### config.mk
export PLATFORM = sky130hd
export DESIGN_NAME = wf_rr_issue_arbiter
export DESIGN_NICKNAME = d
export VERILOG_FILES = /design/src/rtl/wf_rr_issue_arbiter_pkg.sv /design/src/rtl/wf_rr_find_first.sv /design/src/rtl/wf_rr_issue_arbiter.sv
export SDC_FILE = /design/constraint.sdc
export NUM_CORES = 1
export LEC_CHECK = 0
export BUFFER_PORTS_ARGS = -buffer_cell sky130_fd_sc_hd__buf_2
export CAP_MARGIN = 10
export CORE_MARGIN = 8
export CORE_UTILIZATION = 53
export CTS_CLUSTER_DIAMETER = 200
export DETAILED_ROUTE_END_ITERATION = 6
export PLACE_DENSITY_LB_ADDON = 0.12
export SYNTH_ARGS = -nofsm -noshare
export SYNTH_HDL_FRONTEND = slang
export SYNTH_SLANG_ARGS = --single-unit
### constraint.sdc
create_clock -name clk_i -period 10.2 [get_ports clk_i]
set_clock_uncertainty 0.1 [all_clocks]
set_input_delay 1.53 -clock clk_i [delete_from_list [all_inputs] [get_ports clk_i]]
set_output_delay 1.53 -clock clk_i [all_outputs]
set_load 0.01 [all_outputs]
### src/rtl/wf_rr_issue_arbiter_pkg.sv
// Shared definitions for the wavefront round-robin issue arbiter.
package wf_rr_issue_arbiter_pkg;

  localparam int unsigned NUM_WF      = 40;
  localparam int unsigned WF_ID_WIDTH = 6;
  localparam logic [WF_ID_WIDTH-1:0] WF_ID_MAX = 6'd39;

  typedef logic [WF_ID_WIDTH-1:0] wf_id_t;
  typedef logic [NUM_WF-1:0]      wf_vec_t;

  typedef enum logic {
    ArbIdle = 1'b0,
    ArbHold = 1'b1
  } arb_state_e;

  // Modulo-40 increment; out-of-range inputs collapse to slot 0.
  function automatic wf_id_t wf_id_inc(input wf_id_t id);
    return (id >= WF_ID_MAX) ? '0 : wf_id_t'(id + 1'b1);
  endfunction

  function automatic wf_vec_t wf_onehot(input wf_id_t id);
    return wf_vec_t'(1) << id;
  endfunction

endpackage

### src/rtl/wf_rr_find_first.sv
// Circular first-set search over the wavefront slots, starting at start_i.
module wf_rr_find_first
  import wf_rr_issue_arbiter_pkg::*;
(
  input  logic [NUM_WF-1:0]      vec_i,
  input  logic [WF_ID_WIDTH-1:0] start_i,
  output logic                   found_o,
  output logic [WF_ID_WIDTH-1:0] idx_o
);

  logic [2*NUM_WF-1:0]    dbl;
  logic [NUM_WF-1:0]      rot;
  logic [WF_ID_WIDTH-1:0] off;
  logic [WF_ID_WIDTH:0]   sum;

  always_comb begin
    // Rotating the doubled vector puts slot start_i at bit 0.
    dbl     = {vec_i, vec_i} >> start_i;
    rot     = dbl[NUM_WF-1:0];
    found_o = 1'b0;
    off     = '0;
    for (int i = NUM_WF - 1; i >= 0; i--) begin
      if (rot[i]) begin
        found_o = 1'b1;
        off     = WF_ID_WIDTH'(i);
      end
    end
    sum = {1'b0, start_i} + {1'b0, off};
    if (sum >= (WF_ID_WIDTH+1)'(NUM_WF)) begin
      idx_o = WF_ID_WIDTH'(sum - (WF_ID_WIDTH+1)'(NUM_WF));
    end else begin
      idx_o = sum[WF_ID_WIDTH-1:0];
    end
  end

endmodule

### src/rtl/wf_rr_issue_arbiter.sv
// Round-robin issue arbiter over the 40 wavefront slots; a grant is held until accepted,
// then the pointer advances past the granted slot and a new grant may load in the same cycle.
module wf_rr_issue_arbiter
  import wf_rr_issue_arbiter_pkg::*;
(
  input  logic                   clk_i,
  input  logic                   rst_i,
  input  logic [NUM_WF-1:0]      request_i,
  input  logic                   grant_accept_i,
  output logic                   grant_valid_o,
  output logic [WF_ID_WIDTH-1:0] grant_wfid_o,
  output logic [NUM_WF-1:0]      grant_onehot_o,
  output logic [WF_ID_WIDTH-1:0] rr_ptr_o
);

  arb_state_e state_q;
  wf_id_t     rr_ptr_q;
  wf_id_t     grant_wfid_q;
  wf_vec_t    grant_onehot_q;

  wf_id_t  ptr_inc;
  wf_vec_t masked;
  logic    idle_found, acc_found;
  wf_id_t  idle_idx, acc_idx;

  assign ptr_inc = wf_id_inc(grant_wfid_q);
  // The slot just accepted must not win again in the same cycle.
  assign masked  = request_i & ~wf_onehot(grant_wfid_q);

  wf_rr_find_first u_find_idle (
    .vec_i   (request_i),
    .start_i (rr_ptr_q),
    .found_o (idle_found),
    .idx_o   (idle_idx)
  );

  wf_rr_find_first u_find_accept (
    .vec_i   (masked),
    .start_i (ptr_inc),
    .found_o (acc_found),
    .idx_o   (acc_idx)
  );

  always_ff @(posedge clk_i) begin
    if (rst_i) begin
      state_q        <= ArbIdle;
      rr_ptr_q       <= '0;
      grant_wfid_q   <= '0;
      grant_onehot_q <= '0;
    end else begin
      unique case (state_q)
        ArbIdle: begin
          if (idle_found) begin
            state_q        <= ArbHold;
            grant_wfid_q   <= idle_idx;
            grant_onehot_q <= wf_onehot(idle_idx);
          end
        end
        ArbHold: begin
          if (grant_accept_i) begin
            rr_ptr_q <= ptr_inc;
            if (acc_found) begin
              grant_wfid_q   <= acc_idx;
              grant_onehot_q <= wf_onehot(acc_idx);
            end else begin
              state_q        <= ArbIdle;
              grant_onehot_q <= '0;
            end
          end
        end
        default: state_q <= ArbIdle;
      endcase
    end
  end

  assign grant_valid_o  = (state_q == ArbHold);
  assign grant_wfid_o   = grant_wfid_q;
  assign grant_onehot_o = grant_onehot_q;
  assign rr_ptr_o       = rr_ptr_q;

endmodule

==> Word level (Yosys, flattened, before mapping) <==
Index checks and enable logic that the tools add are counted.
W data, S select, Z words.
{ "classes": {"bitwise_logic": 3, "n_lt_le_gt_ge": 3, "n_eq_ne": 3, "shift": 5, "n_mux": 175, "addsub": 5, "reduce_logical": 3} }
{ "ops": {"columns": ["op", "n"], "rows": [
  ["$mux W6", 86],
  ["$shr A80 B6 Y40", 2],
  ["$mux W40", 3],
  ["$shl A1 B6 Y40 const A", 3],
  ["$mux W1", 83],
  ["$pmux W40 S2", 1],
  ["$and A40 B40 Y40", 1],
  ["$not A40 Y40", 1],
  ["$add A6 B6 Y7", 2],
  ["$ge A7 B6 Y1 const B", 2],
  ["$pmux W6 S2", 1],
  ["$sub A6 B6 Y6 const B", 2],
  ["$add A6 B1 Y6 const B", 1],
  ["$ge A6 B6 Y1 const B", 1],
  ["$ne A2 B2 Y1 const B", 2],
  ["$reduce_and A2 Y1", 2],
  ["$reduce_and A3 Y1", 1],
  ["$ne A2 B1 Y1 const B", 1],
  ["$pmux W1 S2", 1],
  ["$not A1 Y1", 1]
]} }
{ "totals": {"output_inout_bits": 53, "elab_cells": 201, "register_bits": 53, "in_bits": 43} }

==> Logic depth before layout (Yosys ltp) <==
{ "depth": {"depth_word": 51, "depth_mapped": 36} }

==> Hierarchy <==
From an unflattened synthesis, not the netlist that was laid out.
{ "unflattened": {"hier_cells": 1778, "hier_area_um2": 16326.9} }
{ "by_module_without_submodules": {"columns": ["mod", "area_each_um2", "n_inst", "seq_area_each_um2", "cells_each"], "rows": [
  ["wf_rr_find_first at u_find_idle", 6490.0, 1, 0.0, 694],
  ["wf_rr_find_first at u_find_accept", 6488.7, 1, 0.0, 695],
  ["wf_rr_issue_arbiter", 3348.2, 1, 1061.0, 389]
]} }

==> Least setup slack after synthesis <==
Ideal clock, no wire load.
{ "synth_timing": {"kind": "register to register", "startpoint": "reg grant_wfid_q[0], in the netlist grant_wfid_o[0]", "endpoint": "reg grant_onehot_q[38], in the netlist grant_onehot_o[38]", "slack_ns": 2.866, "period_less_slack_ns": 7.334, "setup_ns": 0.091, "stages_incl_launch_ff": 33, "t_arrival_ns": 7.144, "n_path_buf": 4, "required_ns": 10.009, "path_cell_list": "dfxtp_1 > clkinv_1 > buf_1 > ha_1 > clkbuf_1 > nor2b_1 > clkbuf_1 > nor3_2 > o221ai_1 > a222oi_1 > a211oi_1 > nand2b_1 > a21oi_1 > nand3_1 > a21oi_1 > a311oi_1 > o221a_2 > ha_1 > fa_1 > a21o_1 > a21oi_1 > xnor2_1 > ha_1 > nand2_1 > a21boi_0 > mux2_2 > and2_1 > clkbuf_1 > nor2b_1 > nand2_1 > nor2_1 > nand4_1 > a311oi_1"} }
{ "synth_via": {"elab_chain_cells": 51, "elab_cells_between_ends": 95, "cone_classes": "add/sub: 3; order compare: 2; shift: 3; mux: 85; bitwise: 2"} }
{ "synth_rtl": {"columns": ["item", "line", "source"], "rows": [
  ["start: declaration", "wf_rr_issue_arbiter.sv:18", "wf_id_t grant_wfid_q;"],
  ["start signal: assignment", "wf_rr_issue_arbiter.sv:55", "grant_wfid_q <= idle_idx;"],
  ["start signal: assignment", "wf_rr_issue_arbiter.sv:63", "grant_wfid_q <= acc_idx;"],
  ["branches (longest 48 deep; another with $add A6 B1 Y6)", null, null],
  ["$mux W40 *", "wf_rr_issue_arbiter.sv:62", "if (acc_found) begin"],
  ["$mux W40 *", "wf_rr_issue_arbiter.sv:60", "if (grant_accept_i) begin"],
  ["$pmux W40 S2 *", "wf_rr_issue_arbiter.sv:51", "unique case (state_q)"],
  ["end signal: assignment", "wf_rr_issue_arbiter.sv:56", "grant_onehot_q <= wf_onehot(idle_idx);"],
  ["end signal: assignment", "wf_rr_issue_arbiter.sv:64", "grant_onehot_q <= wf_onehot(acc_idx);"],
  ["end: declaration", "wf_rr_issue_arbiter.sv:19", "wf_vec_t grant_onehot_q;"]
]} }
Every way passes the cells marked *. The select of a mux whose other input is x is not followed.
A chain may end at the register's enable or synchronous reset.

==> Final worst setup path <==
{ "layout_timing": {"startpoint": "reg grant_wfid_q[3], in the netlist grant_wfid_o[3]", "endpoint": "reg grant_onehot_q[38], in the netlist grant_onehot_o[38]"} }
Same word-level chain as after synthesis.

==> flow_summary.json <==
{
  "tightest_slew_ns": 1.32,
  "cts-root-buf": "clkbuf_16",
  "finalCritPeriodShare": 0.898,
  "endpoint": "grant_onehot_o[38]",
  "syn-instance-count": 1661,
  "yosysUniqueCellTypes": 108,
  "crit_slowest_cell": "nor2_1",
  "crit_arrival_ns": 9.25,
  "netlist.area_leader.share": 0.162,
  "die_x_um": 173,
  "io_pins": 96,
  "syn2layout_area_growth_pct": 4.77,
  "utilization": 0.564,
  "setup_viol": 0,
  "grt_pass1_wl_um": 85100,
  "rsz0062_at_grt": "no",
  "start_util": 0.538,
  "synth-main-ff-cell": "dfxtp_1",
  "r2r-start": "grant_wfid_o[3]",
  "syn_area_um2": 13000,
  "fillers": 2398,
  "synthTopCellsByArea": "mux4_2, mux2i_1, dfxtp_1, mux2_2, nor2_1",
  "synth_area_leader_cell": "mux4_2",
  "status": "finished, final reports clean",
  "synthTopCellsByCount": "nor2_1, nand2_1, mux2i_1",
  "critPathMaxStageDelay_ns": 0.91,
  "slew_headroom": 0.118,
  "finalSetupTns_ns": 0,
  "design.core.area_um2": 24200,
  "cp-end-kind": "flip-flop",
  "synth.ff_latch_count": 53,
  "synth_nets": 1725,
  "place_hpwl_um": 41600,
  "yosysWarnings": 0,
  "postCtsSetupBuffers": 0,
  "final_layout_size_suffix_gt1_frac": 0.221,
  "synthArstFlopShare": 0,
  "cts_resized": 0,
  "path_clk_slew_ns": 0.08,
  "routed_wl_um": 56000,
  "drc": 0,
  "multiInputGateArea_um2": 11200,
  "cts.sinks": 53,
  "grt_max_degree": 66,
  "insertedDiodeCount": 0,
  "path_max_fanout": 31,
  "reg2reg_slack_ns": 1.04,
  "hold_viol": 0,
  "cts_tree": "yes",
  "vias": 15098,
  "grt_usage": 0.353,
  "criticalPathCategory": "reg2reg",
  "design.die.area_um2": 29900,
  "grt_pass1_vias": 14122,
  "nets": 1722,
  "gp_congestion": 1.14,
  "min_from": "grant_onehot_o[8]",
  "viasPerCell": 7.61,
  "p_leak_nw": 5.22,
  "r2r_cells": 26,
  "cp.required_ns": 10.29,
  "route.antenna.remaining_nets": 0,
  "maxCapViolations": 0,
  "rows": 57,
  "drtIter0Drc": 2429,
  "crit_start": "grant_wfid_o[3]",
  "die_h_um": 173,
  "antenna_found_initial": 0,
  "synth.most_common_cell": "nor2_1",
  "clk_latency_ns": 0.29,
  "min_path_type": "reg2reg",
  "synth_edf_count": 0,
  "slew_viol_final": 0,
  "cts_max_level": 2,
  "overflow": 0,
  "r2r-end": "grant_onehot_o[38]",
  "cts_hold_buf": 0,
  "synth_seq_area_share": 0.0813,
  "cts_buffer_depth": 2,
  "seq_area_um2": 1060,
  "avgSynthCellArea_um2": 7.85,
  "cts_buffers": 5,
  "io_buffers": 95,
  "detail_route.first_pass.iterations": 7,
  "routedWlPerCell_um": 28.2,
  "power.density_nw_per_um2": 344,
  "irDropWorstVdd_mv": 0.233,
  "max_freq_mhz": 109,
  "min_period_ns": 9.16,
  "crit_path_start_kind": "flip-flop"
}
## registers in the layout (all words and copies together), names as in the netlist
signal	cells
grant_onehot_o	40
grant_wfid_o	6
grant_valid_o	1
rr_ptr_o	6
## worst max-delay path, delay by kind of cell (launching register included)
kind                     cells  cell delay (ns)
AO/OA/AOI/OAI               10             3.42
AND/OR/NAND/NOR              8             2.19
multiplexers                 3             0.99
adder cells (fa/ha/maj)      3             0.96
flip-flops                   1             0.86
buffers and inverters        1             0.26
XOR/XNOR                     1             0.22
## power by group
group	total (mW)	switching [mW]	internal (mW)
clock	0.175	0.0836	0.0918
sequential	0.287	0.0491	0.238
combinational	4.24	2.82	1.42
## worst min-delay path by stage
| stage | endpoint | slack [ns] | cells past startpoint |
|---|---|---|---|
| 6_report | grant_onehot_o[8] | 0.38 | 2 |
| 5_1_grt | grant_onehot_o[4] | 0.41 | 2 |
| 4_1_cts | grant_onehot_o[8] | 0.38 | 2 |
| 3_5_place_dp | grant_onehot_o[8] | 0.36 | 2 |
| 3_3_place_gp | grant_onehot_o[24] | 0.36 | 2 |
| 2_1_floorplan | grant_onehot_o[16] | 0.40 | 2 |
## cells by family (layout without fill, tap and decap cells)
kind of cell,count (synthesis),in the layout,synth area share
AND/OR/NAND/NOR,550,550,0.208
flip-flops,53,53,0.0813
AO/OA/AOI/OAI,562,562,0.298
adder cells (fa/ha/maj),21,21,0.0213
multiplexers,284,284,0.317
buffers and inverters,176,174,0.0641
XOR/XNOR,15,15,0.0101
## per-stage QoR
step	hold slack, ns	setup WS [ns]	area (um2)	power, mW	std cells
final	0.375	1.04	13700	4.70	1983
after global placement	0.358	1.49	13500	4.26	1975
after global routing	0.412	0.518	13700	4.91	1983
after detailed placement	0.363	1.35	13500	4.26	1975
after floorplan	0.404	2.87	13000	3.17	1661
after CTS	0.380	1.30	13700	4.46	1983
## routing by layer
metal | global-route usage | up-vias | part of all wire
li1 | - | 6551 | -
met1 | 0.441 | 7169 | 0.37
met4 | 0.166 | 0 | 0.058
met3 | 0.0754 | 246 | 0.11
met2 | 0.573 | 1132 | 0.46
met5 | 0 | - | 0
## cell type report
class	instances	area share
clock inverters	3	0.00156
well taps	324	0.0297
clock buffers	5	0.00915
multi-input cells	1432	0.817
flip-flops and latches	53	0.0779
inverters	36	0.0103
repair buffers	130	0.0540
## layout by cell type (no fill, tap or decap), types with 8 or more instances in the layout
cell / synthesis / final
nand2_1: 128 / 127
nand3b_1: 10 / 10
o211ai_1: 27 / 27
ha_1: 19 / 19
nor3_1: 58 / 58
dfxtp_1: 53 / 50
mux2_2: 75 / 75
and2_1: 23 / 23
mux4_2: 94 / 94
inv_1: 29 / 29
buf_4: 6 / 35
a31oi_1: 20 / 20
and3_1: 10 / 10
o21ai_0: 107 / 107
o221ai_1: 20 / 20
nand2b_1: 13 / 13
xnor2_1: 13 / 13
mux2i_1: 112 / 111
o21ai_1: 21 / 21
a21oi_1: 100 / 100
nand4_1: 12 / 12
a311oi_1: 20 / 20
nor2b_1: 12 / 12
buf_2: 33 / 95
nor2_1: 163 / 163
a22o_1: 13 / 13
a22oi_1: 24 / 24
o22ai_1: 33 / 33
nand3_1: 66 / 66
a211oi_1: 32 / 32
a21boi_0: 8 / 8
a21o_1: 11 / 11
a32oi_1: 13 / 13
a221oi_1: 11 / 11
No activity file was read; power rests on OpenSTA's default activity.
